--- src/rtl/microwave_pkg.sv ---
// Shared types and constants for the microwave cook-timer controller.
package microwave_pkg;

  localparam int unsigned BCD_W = 4;

  typedef logic [BCD_W-1:0] bcd_t;

  localparam bcd_t SEC_TENS_MAX = 4'd5;
  localparam bcd_t BCD_MAX      = 4'd9;

  typedef enum logic [1:0] {
    IDLE   = 2'd0,
    COOK   = 2'd1,
    PAUSED = 2'd2,
    DONE   = 2'd3
  } state_t;

endpackage

--- src/rtl/microwave_controller_time.sv ---
// bcd_time_reg: M:SS BCD time register with keypad shift-in, borrow decrement
// and zero detection. Operation priority: clr_en > shift_en > dec_en.
module bcd_time_reg
  import microwave_pkg::*;
#(
  parameter int unsigned MAX_MIN = 9
) (
  input  logic clk,
  input  logic clear,
  input  logic clr_en,
  input  logic shift_en,
  input  bcd_t digit,
  input  logic dec_en,
  output bcd_t sec_ones,
  output bcd_t sec_tens,
  output bcd_t min_ones,
  output logic shift_ok,
  output logic zero,
  output logic dec_to_zero
);

  localparam bcd_t MIN_MAX_D = bcd_t'(MAX_MIN);

  // After a shift, sec_ones becomes sec_tens and sec_tens becomes min_ones.
  assign shift_ok    = (digit <= BCD_MAX) && (sec_ones <= SEC_TENS_MAX) &&
                       (sec_tens <= MIN_MAX_D);
  assign zero        = (min_ones == '0) && (sec_tens == '0) && (sec_ones == '0);
  assign dec_to_zero = (min_ones == '0) && (sec_tens == '0) && (sec_ones == 4'd1);

  always_ff @(posedge clk) begin
    if (clear || clr_en) begin
      sec_ones <= '0;
      sec_tens <= '0;
      min_ones <= '0;
    end else if (shift_en && shift_ok) begin
      min_ones <= sec_tens;
      sec_tens <= sec_ones;
      sec_ones <= digit;
    end else if (dec_en) begin
      if (sec_ones != '0) begin
        sec_ones <= sec_ones - 4'd1;
      end else begin
        sec_ones <= BCD_MAX;
        if (sec_tens != '0) begin
          sec_tens <= sec_tens - 4'd1;
        end else begin
          sec_tens <= SEC_TENS_MAX;
          min_ones <= min_ones - 4'd1;
        end
      end
    end
  end

endmodule

--- src/rtl/microwave_controller.sv ---
// Microwave cook-timer sequencer: keypad entry, start/stop/pause/door FSM, 1 Hz countdown.
// Define MICROWAVE_ALARM_EN to hold done for DONE_TICKS ticks instead of a one-clock pulse.
module microwave_controller
  import microwave_pkg::*;
#(
  parameter int unsigned DONE_TICKS = 3,
  parameter int unsigned MAX_MIN    = 9
) (
  input  logic       clk,
  input  logic       clear,
  input  logic [3:0] D,
  input  logic       load,
  input  logic       pgt_1Hz,
  input  logic       start,
  input  logic       stop,
  input  logic       door_closed,
  output logic [3:0] sec_ones,
  output logic [3:0] sec_tens,
  output logic [3:0] min_ones,
  output logic       mag_on,
  output logic       done,
  output logic [1:0] state_o
);

  if (DONE_TICKS < 1 || MAX_MIN > 9) begin : g_bad_param
    $error("microwave_controller: DONE_TICKS must be >= 1 and MAX_MIN <= 9");
  end

  state_t state, next_state;
  logic   load_d, tick_d, load_rise, tick_rise;
  logic   clr_en, shift_en, dec_en;
  logic   shift_ok, zero, dec_to_zero;

  bcd_time_reg #(.MAX_MIN(MAX_MIN)) u_time (
    .clk         (clk),
    .clear       (clear),
    .clr_en      (clr_en),
    .shift_en    (shift_en),
    .digit       (D),
    .dec_en      (dec_en),
    .sec_ones    (sec_ones),
    .sec_tens    (sec_tens),
    .min_ones    (min_ones),
    .shift_ok    (shift_ok),
    .zero        (zero),
    .dec_to_zero (dec_to_zero)
  );

`ifdef MICROWAVE_ALARM_EN
  localparam int unsigned CNT_W = $clog2(DONE_TICKS + 1);
  logic [CNT_W-1:0] done_cnt;
  logic             last_tick;

  assign last_tick = (done_cnt == CNT_W'(DONE_TICKS - 1));

  always_ff @(posedge clk) begin
    if (clear || state != DONE) begin
      done_cnt <= '0;
    end else if (tick_rise) begin
      done_cnt <= done_cnt + 1'b1;
    end
  end
`endif

  always_ff @(posedge clk) begin
    if (clear) begin
      state     <= IDLE;
      mag_on    <= 1'b0;
      done      <= 1'b0;
      load_d    <= 1'b0;
      tick_d    <= 1'b0;
      load_rise <= 1'b0;
      tick_rise <= 1'b0;
    end else begin
      state     <= next_state;
      mag_on    <= (next_state == COOK);
`ifdef MICROWAVE_ALARM_EN
      done      <= (next_state == DONE);
`else
      done      <= (next_state == DONE) && (state != DONE);
`endif
      load_d    <= load;
      tick_d    <= pgt_1Hz;
      load_rise <= load & ~load_d;
      tick_rise <= pgt_1Hz & ~tick_d;
    end
  end

  // Priority stop > door open > start > tick; keys only act in IDLE.
  always_comb begin
    next_state = state;
    clr_en     = 1'b0;
    shift_en   = 1'b0;
    dec_en     = 1'b0;
    case (state)
      IDLE: begin
        if (stop) begin
          clr_en = 1'b1;
        end else if (start && door_closed && !zero) begin
          next_state = COOK;
        end else if (load_rise) begin
          shift_en = 1'b1;
        end
      end
      COOK: begin
        if (stop || !door_closed) begin
          next_state = PAUSED;
        end else if (tick_rise) begin
          dec_en = 1'b1;
          if (dec_to_zero) next_state = DONE;
        end
      end
      PAUSED: begin
        if (stop) begin
          clr_en     = 1'b1;
          next_state = IDLE;
        end else if (start && door_closed) begin
          next_state = COOK;
        end
      end
      DONE: begin
`ifdef MICROWAVE_ALARM_EN
        if (stop || load_rise || (tick_rise && last_tick)) next_state = IDLE;
`else
        next_state = IDLE;
`endif
      end
      default: next_state = IDLE;
    endcase
  end

  assign state_o = state;

endmodule

--- config.mk ---
export PLATFORM = sky130hd
export DESIGN_NAME = microwave_controller
export DESIGN_NICKNAME = d
export VERILOG_FILES = /design/src/rtl/microwave_pkg.sv /design/src/rtl/microwave_controller_time.sv /design/src/rtl/microwave_controller.sv
export SDC_FILE = /design/constraint.sdc
export NUM_CORES = 1
export LEC_CHECK = 0
export ABC_AREA = 1
export CAP_MARGIN = 25
export CELL_PAD_IN_SITES_DETAIL_PLACEMENT = 1
export CELL_PAD_IN_SITES_GLOBAL_PLACEMENT = 1
export CORE_MARGIN = 2
export CORE_UTILIZATION = 30
export CTS_CLUSTER_SIZE = 16
export DETAILED_ROUTE_END_ITERATION = 8
export GPL_TIMING_DRIVEN = 0
export PLACE_DENSITY_LB_ADDON = 0.1
export SYNTH_ARGS = -nofsm -noshare
export SYNTH_HDL_FRONTEND = slang
export SYNTH_HIERARCHICAL = 1
export SYNTH_SLANG_ARGS = --single-unit
--- constraint.sdc ---
create_clock -name clk -period 2 [get_ports clk]
set_input_delay 0.2 -clock clk [delete_from_list [all_inputs] [get_ports clk]]
set_output_delay 0.2 -clock clk [all_outputs]
set_load 0.005 [all_outputs]
# Yosys cells after proc, flatten, opt, wreduce, memory -nomap -nowiden
# Cells that the tools add are included.
[word_totals] reg_bits=20 latch_bits=0 ram_bits=0 rom_bits=0 inputBits=11 out_inout_bits=16 elab_cells=80 mem_count=0
[op_classes] addsub=3 mul=0 n_div=0 magnitude_cmp=3 n_eq_ne=9 shift=0 mux=28 n_bitwise=4 n_reduce_logical=23
[ops] operator="two-way mux 4 bit" count=11
[ops] operator="two-way mux 2 bit" count=7
[ops] operator="zero test 4 bit" count=3
[ops] operator="subtractor 4 x 1 -> 4 bit (second input constant)" count=3
[ops] operator="logical AND 1 bit" count=9
[ops] operator="two-way mux 1 bit" count=9
[ops] operator="<= comparator 4 bit (second input constant)" count=2
[ops] operator="case mux 2 bit (4 select lines)" count=1
[ops] operator="nonzero test 4 bit" count=2
[ops] operator="equality test 2 bit (second input constant)" count=3
[ops] operator="equality test 2 x 1 -> 1 bit (second input constant)" count=2
[ops] operator="equality test 4 x 1 -> 1 bit (second input constant)" count=1
[ops] operator="<= comparator 4 x 3 -> 1 bit (second input constant)" count=1
[ops] operator="inequality test 2 x 1 -> 1 bit (second input constant)" count=2
[ops] operator="AND reduction 3 bit" count=1
[ops] operator="AND 1 bit" count=2
[ops] operator="zero test 1 bit" count=2
[ops] operator="zero test 2 bit" count=1
[ops] operator="logical OR 1 bit" count=2
[ops] operator="inequality test 2 bit (second input constant)" count=1
[ops] operator="NOT 1 bit" count=2
[ops] operator="AND reduction 2 bit" count=1
[ops] operator="nonzero test 2 bit" count=1
[ops] operator="OR reduction 2 bit" count=1

# Logic depth before layout (Yosys ltp)
# Gate-level depths: netlist of the first run.
[depth] ltp_word=11 depth_mapped=14 mapped_depth_nobuf=13

# Hierarchy
# The synthesis of the first run kept the hierarchy.
[by_module_without_submodules] module="bcd_time_reg" instances=1 cells_each=132 area_each_um2=843.3 seq_area_each_um2=240.2
[by_module_without_submodules] module="microwave_controller" instances=1 cells_each=45 area_each_um2=309.0 seq_area_each_um2=160.2

# Least setup slack after synthesis of the first run
# No wires, ideal clock.
[synth_path] path_type="flip-flop to flip-flop" start="register u_time.sec_tens[0]" end="register u_time.sec_tens[0]" setup_ns=0.116 arrival_ns=1.741 t_required_ns=1.884 slack_ns=0.143 path_stages_with_launch=13 n_path_buf=0 period_less_slack_ns=1.857 cell_sequence="dfxtp_1 > nor2_1 > nand2_1 > inv_1 > nand4_1 > nor2_1 > nor2_1 > nor2_1 > nand3_4 > o21ai_1 > inv_1 > nor2_1 > nor2_1"
[synth_via] elab_chain_len=11 word_cells_on_any_way=20 classes_between="add/sub (1); order compare (1); eq/ne (1); mux (7); reduce/logical (10)"
[synth_lines] element="start: declaration" line_no="microwave_controller_time.sv:15" rtl="output bcd_t sec_tens,"
[synth_lines] element="start signal: assignment" line_no="microwave_controller_time.sv:37" rtl="sec_tens <= sec_ones;"
[synth_lines] element="start signal: assignment" line_no="microwave_controller_time.sv:45" rtl="sec_tens <= sec_tens - 4'd1;"
[synth_lines] element="zero test 4 bit (*)" line_no="microwave_controller_time.sv:27" rtl="assign zero = (min_ones == '0) && (sec_tens == '0) && (sec_ones == '0);"
[synth_lines] element="logical AND 1 bit (*) (2 in a row)" line_no="microwave_controller_time.sv:27"
[synth_lines] element="net zero" line_no="microwave_controller.sv:32" rtl="logic shift_ok, zero, dec_to_zero;"
[synth_lines] element="zero test 1 bit (*)" line_no="microwave_controller.sv:99" rtl="end else if (start && door_closed && !zero) begin"
[synth_lines] element="logical AND 1 bit (*)" line_no="microwave_controller.sv:99"
[synth_lines] element="two-way mux 1 bit (*)" line_no="microwave_controller.sv:99"
[synth_lines] element="two-way mux 1 bit (*)" line_no="microwave_controller.sv:97" rtl="if (stop) begin"
[synth_lines] element="two-way mux 1 bit (*)" line_no="microwave_controller.sv:95" rtl="case (state)"
[synth_lines] element="net shift_en" line_no="microwave_controller.sv:31" rtl="logic clr_en, shift_en, dec_en;"
[synth_lines] element="logical AND 1 bit (*)" line_no="microwave_controller_time.sv:35" rtl="end else if (shift_en && shift_ok) begin"
[synth_lines] element="inequality test 2 x 1 -> 1 bit (no line) or nonzero test 2 bit (tied branches)"
[synth_lines] element="AND reduction 2 bit (no line)"
# The timed path passes the listed nets; every way through them passes the cells marked *. The select of a mux whose other input is x is not followed.
# A chain may end at the register's enable or synchronous reset.

# Worst setup path after layout of the first run
[layout_path] start="register u_time.sec_tens[1]" end="register u_time.min_ones[0]"
[layout_via] elab_chain_len=11 word_cells_on_any_way=17 classes_between="order compare (1); eq/ne (2); mux (4); reduce/logical (10)"
[layout_lines] element="zero test 4 bit (*)" line_no="microwave_controller_time.sv:27"
[layout_lines] element="logical AND 1 bit (*) (2 in a row)" line_no="microwave_controller_time.sv:27"
[layout_lines] element="net zero" line_no="microwave_controller.sv:32"
[layout_lines] element="zero test 1 bit (*)" line_no="microwave_controller.sv:99"
[layout_lines] element="logical AND 1 bit (*)" line_no="microwave_controller.sv:99"
[layout_lines] element="two-way mux 1 bit (*)" line_no="microwave_controller.sv:99"
[layout_lines] element="two-way mux 1 bit (*)" line_no="microwave_controller.sv:97"
[layout_lines] element="two-way mux 1 bit (*)" line_no="microwave_controller.sv:95"
[layout_lines] element="net shift_en" line_no="microwave_controller.sv:31"
[layout_lines] element="logical AND 1 bit (*)" line_no="microwave_controller_time.sv:35"
[layout_lines] element="inequality test 2 x 1 -> 1 bit (no line) or nonzero test 2 bit (tied branches)"
[layout_lines] element="AND reduction 3 bit (no line)"
[layout_lines] element="end signal: assignment" line_no="microwave_controller_time.sv:36" rtl="min_ones <= sec_tens;"
[layout_lines] element="end signal: assignment" line_no="microwave_controller_time.sv:48" rtl="min_ones <= min_ones - 4'd1;"
[layout_lines] element="end: declaration" line_no="microwave_controller_time.sv:16" rtl="output bcd_t min_ones,"
# The timed path passes the listed nets; every way through them passes the cells marked *.

==> run_results.csv, run 1 <==
group,metric,value,unit
run_status,result_of_the_run,"complete, no violations",
global_route,grt_start_max_net_pins,13,
placed_design,numPortBuffers,26,
sta,post-route-min-period,1.87,ns
placed_design,post_place_setup_slack,-0.278,ns
critical_path,timing_worst_setup_path_type,"flop to flop",
logic_synthesis,synth_area_per_cell,6.54,um^2
critical_path,worst_setup_path_end_kind,"flop",
sta,fmax,0.535,GHz
sta,clock_skew,0.00147,ns
pwr,worst_ir_drop_vdd,0.210,mV
floorplan,die-height,65.8,um
final_layout,antenna_cells,0,
sta,final_critical_path_setup_slack,0.129,ns
global_route,antenna_found_initial,0,
clock_tree,cts_hold_buf,0,
flow_run,cap_viol_max_count,0,
logic_synthesis,syn_inst,175,
pwr,clockPowerShare,43.9,%
critical_path,startpoint_type_of_the_worst_setup_path,"flop",
critical_path,crit_required,2.20,ns
critical_path,cp.arrival,2.07,ns
placed_design,place.detailed.hpwl,2430,um
floorplan,num_io_pins,27,
drt,post_drt_via_cell_ratio,4.65,
pwr,internal_power,0.000732,W
floorplan,rows,22,
sta,max_slew_margin,45.1,%
logic_synthesis,total_of_warnings_raised_by_yosys,6,
sta,worst_slew_pin_slew,0.821,ns
pwr,power.leakage,0.734,nW
drt,per_cell_routed_wire_length,12.7,um
clock_tree,cts_tree,"done",
placed_design,gpl.final_weighted_congestion,0.750,
pwr,switchingPower,0.000218,W
clock_tree,numCtsBuffers,3,
logic_synthesis,synthesis.nets,188,
floorplan,width_of_the_die,65.8,um
floorplan,coreArea,3660,um^2
pwr,power_frac_seq,43.4,%
clock_tree,clockRootBuffer,"clkbuf_8",
global_route,grt_pass1_vias,1154,
drt,drtIter0Drc,45,
drt,drt_pre_antenna_iters,4,
clock_tree,clk_path_buf_depth,2,
pwr,power_switching_share,23.0,%
pwr,pwr_density_cell,575,nW/um^2
global_route,grt_pass1_wl,5160,um
clock_tree,worst_skew_pair.late_latency,0.26,ns
pwr,combinational_group_share_of_total_power,12.8,%
critical_path,critPathMaxFanout,5,
drt,antenna_left,0,
sta,slew_violations,0,
final_layout,final_nets,226,
clock_tree,cts_num_sinks,20,
sta,final.hold.worst_slack,0.390,ns
clock_tree,path_clk_slew,0.08,ns
sta,report.final.hold_viol_count,0,
sta,grt_setup_unrepaired,"true",
drt,drt_wl_total,3310,um
sta,timing.final.crit_share,93.5,%
final_layout,fraction_of_layout_instances_using_a_drive_strength_above_1,19.8,%
logic_synthesis,synth_area,1140,um^2
sta,setup_viol,0,
drt,drc_violation_count_after_routing,0,
drt,vias,1210,
hold_path,hold_path_class,"flop to flop",
final_layout,areaGrowthSynthToFinish,44.4,%
clock_tree,clock_tree.htree_level_count,1,
floorplan,initial_standard_cell_utilization_of_the_core,31.3,%
floorplan,fp.dieArea,4330,um^2
global_route,grt_remaining_overflow,0,
global_route,grt.total_usage,15.6,%
## worst max-delay path, cell delays in order, from the launching register on
cell,delay [ns]
dfxtp_4,0.37
nor2_4,0.13
nand2_2,0.08
inv_2,0.05
nand4_1,0.12
nor2_2,0.15
nor2_1,0.06
nor2_2,0.17
nand3_4,0.16
buf_8,0.17
nand2_2,0.05
nand2_1,0.05
nand2_1,0.05
nand2_1,0.05
nor2_1,0.14
## path summary, 6_finish.rpt
check	slack [ns]	cells after the start	endpoint	start
max	0.13	14	u_time/min_ones[0]	u_time/sec_tens[1]
max reg2reg	0.13	14	u_time/min_ones[0]	u_time/sec_tens[1]
min	0.39	1	tick_rise	tick_d
min reg2reg	0.39	1	tick_rise	tick_d
## metal layers
metal	global-route usage, %	routed length, um
met3	2.56	100
met1	21.3	1550
met2	25.0	1620
met4	4.69	40
met5	0	0
## flip-flops by register name, indices dropped and copies added, names as in the netlist
signal           cells
tick_d               1
mag_on               1
u_time/sec_tens      4
tick_rise            1
load_rise            1
u_time/sec_ones      4
state_o              2
load_d               1
done                 1
u_time/min_ones      4
## layout by cell type (no fill, tap or decap), types with 5 or more instances in the layout
| cell | n |
|---|---|
| buf_4 | 6 |
| clkdlybuf4s50_1 | 26 |
| dfxtp_1 | 16 |
| inv_1 | 23 |
| inv_2 | 7 |
| nand2_1 | 32 |
| nand2_2 | 5 |
| nand3_1 | 10 |
| nor2_1 | 33 |
| nor2_2 | 5 |
| o21ai_0 | 6 |
| o21ai_1 | 5 |
## per-stage QoR
| stage | area (um^2) | power, W | std cells | utilization [%] | TNS, ns |
|---|---|---|---|---|---|
| floorplan | 1140 | 0.000480 | 175 | - | 0 |
| global placement | 1470 | 0.000525 | 249 | 40.0 | -1.91 |
| detailed placement | 1470 | 0.000528 | 249 | 40.0 | -2.25 |
| CTS | 1550 | 0.000945 | 253 | 42.2 | 0 |
| global route | 1650 | 0.000992 | 260 | 45.1 | -0.116 |
| finish | 1650 | 0.000950 | 260 | 45.1 | 0 |
## what timing repair did
action,4_1_cts,5_1_grt
setup buffers,0,6
endpoints found under the setup margin,12,12
pin swaps,2,11
resized for setup,3,19
gates cloned,0,1
## power groups by stage
stage | combinational [W] | clock [W] | sequential, W
2_1_floorplan | 0.0000591 | 0 | 0.000421
3_3_place_gp | 0.000104 | 0 | 0.000422
3_5_place_dp | 0.000106 | 0 | 0.000422
4_1_cts | 0.000108 | 0.000425 | 0.000413
5_1_grt | 0.000136 | 0.000443 | 0.000413
6_report | 0.000121 | 0.000417 | 0.000412
## area by class of cell
cell class	count	area, um^2
Sequential cell	20	408
Tap cell	48	60.1
Timing Repair Buffer	33	330
Fill cell	472	2010
Inverter	30	113
Clock buffer	3	41.3
Buffer	2	26.3
Multi-Input combinational cell	123	644
Clock inverter	1	30.0
No activity file was read; power rests on OpenSTA's default activity.
==> run 2, diff against run 1 <==
Settings changed: CORE_UTILIZATION 30 to 31, SYNTH_HIERARCHICAL 1 to unset.
==> run 2 against run 1 <==
  * Synthesized area increased by 5.0%
  * Register-to-register slack improved by 0.11 ns
  * First-iteration DRC count decreased by 29%
  * Non-clock buffer count decreased by 6
  * Critical path depth decreased by 7
  * Design area decreased by 4.2%
  * Clock-buffer cell count unchanged
==> run_results.csv, run 2 <==
group,metric,value,unit
logic_synthesis,most_frequent_cell_after_synthesis,"nand2_1",
placed_design,numPortBuffers,25,
final_layout,final_cell_mix,"nand2_1, nor2_1, inv_1",
logic_synthesis,ys_dominant_reg_cell,"dfxtp_1",
logic_synthesis,ys_seq_area_share,33.3,%
sta,setup_total_negative_slack,0,ns
pwr,switchingPower,0.000222,W
clock_tree,clockRootBuffer,"clkbuf_8",
critical_path,timing_worst_setup_path_type,"input port to flop",
logic_synthesis,syn_inst,180,
drt,post_drt_via_cell_ratio,4.79,
clock_tree,worst_skew_pair.late_latency,0.26,ns
sta,max_slew_margin,67.8,%
global_route,antenna_found_initial,0,
floorplan,num_io_pins,27,
global_route,grt_pass1_vias,1249,
logic_synthesis,ys_top_cells_by_count,"nand2_1, nor2_1, inv_1",
clock_tree,cts_setup_buffers,0,
final_layout,finish.utilization,42.9,%
sta,worst_slew_pin_slew,0.484,ns
logic_synthesis,synthesis.nets,192,
run_status,result_of_the_run,"complete, no violations",
drt,drt_wl_total,3330,um
clock_tree,clock_tree.htree_level_count,1,
clock_tree,post_cts_resize_count,0,
clock_tree,clk_path_buf_depth,2,
logic_synthesis,total_of_warnings_raised_by_yosys,0,
critical_path,crit_required,2.16,ns
floorplan,rows,22,
clock_tree,cts_hold_buf,0,
drt,vias,1232,
clock_tree,cts_tree,"done",
global_route,grt.total_usage,16.6,%
floorplan,fp.dieArea,4390,um^2
floorplan,die-height,66.3,um
placed_design,gpl.final_weighted_congestion,0.854,
sta,timing.final.crit_share,90.0,%
pwr,combinational_group_share_of_total_power,12.2,%
logic_synthesis,synth_enable_flop_cells,0,
global_route,grt_pass1_wl,5560,um
sta,setup_viol,0,
sta,clock_skew,0.00352,ns
sta,final.hold.worst_slack,0.285,ns
flow_run,cap_viol_max_count,0,
critical_path,worstPathBufferInverterCount,1,
final_layout,final_nets,222,
logic_synthesis,synth.top_cells.by_area,"dfxtp_1, nand2_1, nor2_1, inv_1, o21ai_0",
final_layout,largestRegisters,"u_time.min_ones: 4 flops, u_time.sec_ones: 4 flops, u_time.sec_tens: 4 flops",
clock_tree,numCtsBuffers,3,
floorplan,initial_standard_cell_utilization_of_the_core,32.6,%
logic_synthesis,synth_cell_types,29,
final_layout,layout_commonest_cell,"nand2_1",
clock_tree,path_clk_slew,0.08,ns
pwr,power_frac_seq,43.7,%
drt,drc_violation_count_after_routing,0,
critical_path,most_numerous_cell_on_the_critical_path,"nor2_1",
pwr,worst_ir_drop_vdd,0.245,mV
logic_synthesis,synth.top_cell.area_share,33.3,%
hold_path,hold_path_class,"input port to flop",
pwr,power.leakage,0.726,nW
final_layout,antenna_cells,0,
logic_synthesis,synth.ff_latch_count,20,
critical_path,startpoint_type_of_the_worst_setup_path,"input port",
logic_synthesis,synth_area_per_cell,6.68,um^2
critical_path,worst_path_largest_cell_delay,0.51,ns
floorplan,width_of_the_die,66.3,um
sta,fmax,0.556,GHz
critical_path,critPathMaxFanout,9,
critical_path,cp_cell_sequence,"clkdlybuf4s50_1, nor2_1, nand3_2, o21ai_2, nand2_1, nor2_1, nor2_1",
pwr,internal_power,0.000724,W
critical_path,cp.arrival,1.96,ns
pwr,power_switching_share,23.5,%
sta,post-route-min-period,1.80,ns
drt,antenna_left,0,
sta,report.final.hold_viol_count,0,
pwr,pwr_density_cell,597,nW/um^2
logic_synthesis,asyncSetResetFlopFracSynth,0,%
logic_synthesis,yosys.area.top_type,"dfxtp_1",
pwr,totalPowerFinal,0.000946,W
floorplan,coreArea,3690,um^2
drt,per_cell_routed_wire_length,12.9,um
critical_path,worst_setup_path_end_kind,"flop",
final_layout,fraction_of_layout_instances_using_a_drive_strength_above_1,12.4,%
sta,grt_setup_unrepaired,"false",
critical_path,timing.critical_path.max_delay_family,"simple AND/OR/NAND/NOR gates",
clock_tree,cts_num_sinks,20,
global_route,grt_remaining_overflow,0,
placed_design,place.detailed.hpwl,2620,um
global_route,grt_start_max_net_pins,13,
drt,drt_pre_antenna_iters,4,
logic_synthesis,synth_area,1200,um^2
sta,slew_violations,0,
final_layout,areaGrowthSynthToFinish,31.7,%
pwr,clockPowerShare,44.1,%
critical_path,cpMaxStageDelayCell,"clkdlybuf4s50_1",
drt,drtIter0Drc,32,
==> run 2: changes by cell type in the layout (fill, tap and decap cells not counted), moves of 4 or more <==
cell     delta
inv_2       -4
nand2_1     +4
dfxtp_1     +4
buf_4       -6
nor2_1      -4
inv_1       +4
o21ai_0     +4
==> run 2: logic make-up (layout without fill, tap and decap cells) <==
kind of cell	after synthesis	in the layout	share of synthesized area [%]
xor gates and xnor gates	3	3	2.19
AOI/OAI and AO/OA	26	26	13.9
buffers and inverters	34	63	11.9
adders and majority gates	1	1	1.04
and+or+nand+nor	96	96	37.7
DFF	20	20	33.3
==> run 2: worst paths after layout <==
path	start	endpoint	slack (ns)	cells past startpoint
setup / recovery	stop	u_time.min_ones[1]	0.20	7
hold / removal	clear	tick_d	0.29	2
setup reg to reg	state_o[0]	u_time.min_ones[1]	0.24	7
hold reg to reg	tick_d	tick_rise	0.40	1
==> run 2: metrics by stage <==
stage	cell area [um^2]	std cells	worst slack [ns]
5_1_grt	1580	257	0.0364
6_report	1580	257	0.200
3_3_place_gp	1510	253	-0.00473
2_1_floorplan	1200	180	0.506
3_5_place_dp	1510	253	-0.0675
4_1_cts	1580	257	0.193
==> run 2: area by class of cell <==
cell class	instances	area (um^2)
flip-flops and latches	20	400
repair buffers	25	250
clock buffers	3	41.3
inverters	30	113
multi-input cells	126	659
plain buffers	4	30.0
fillers	479	2100
well taps	48	60.1
clock inverters	1	30.0
==> run 2: layer usage <==
| metal | routed length (um) | up-vias | global-route usage, % |
|---|---|---|---|
| li1 | - | 624 | - |
| met1 | 1500 | 579 | 21.2 |
| met2 | 1680 | 21 | 27.6 |
| met3 | 82 | 8 | 2.73 |
| met4 | 68 | 0 | 6.38 |
| met5 | 0 | - | 0 |
==> run 2: power groups by stage <==
stage               clock (W)  combinational (W)  sequential [W]
floorplan                   0          0.0000692        0.000422
global placement            0           0.000112        0.000422
detailed placement          0           0.000116        0.000423
CTS                  0.000428           0.000118        0.000413
global route         0.000444           0.000129        0.000415
finish               0.000417           0.000116        0.000413
==> run 3, diff against run 2 <==
Settings changed: SLEW_MARGIN set to 20.
==> results of run 3 <==
Final layout, timing and power as in run 2 (identical DEF).
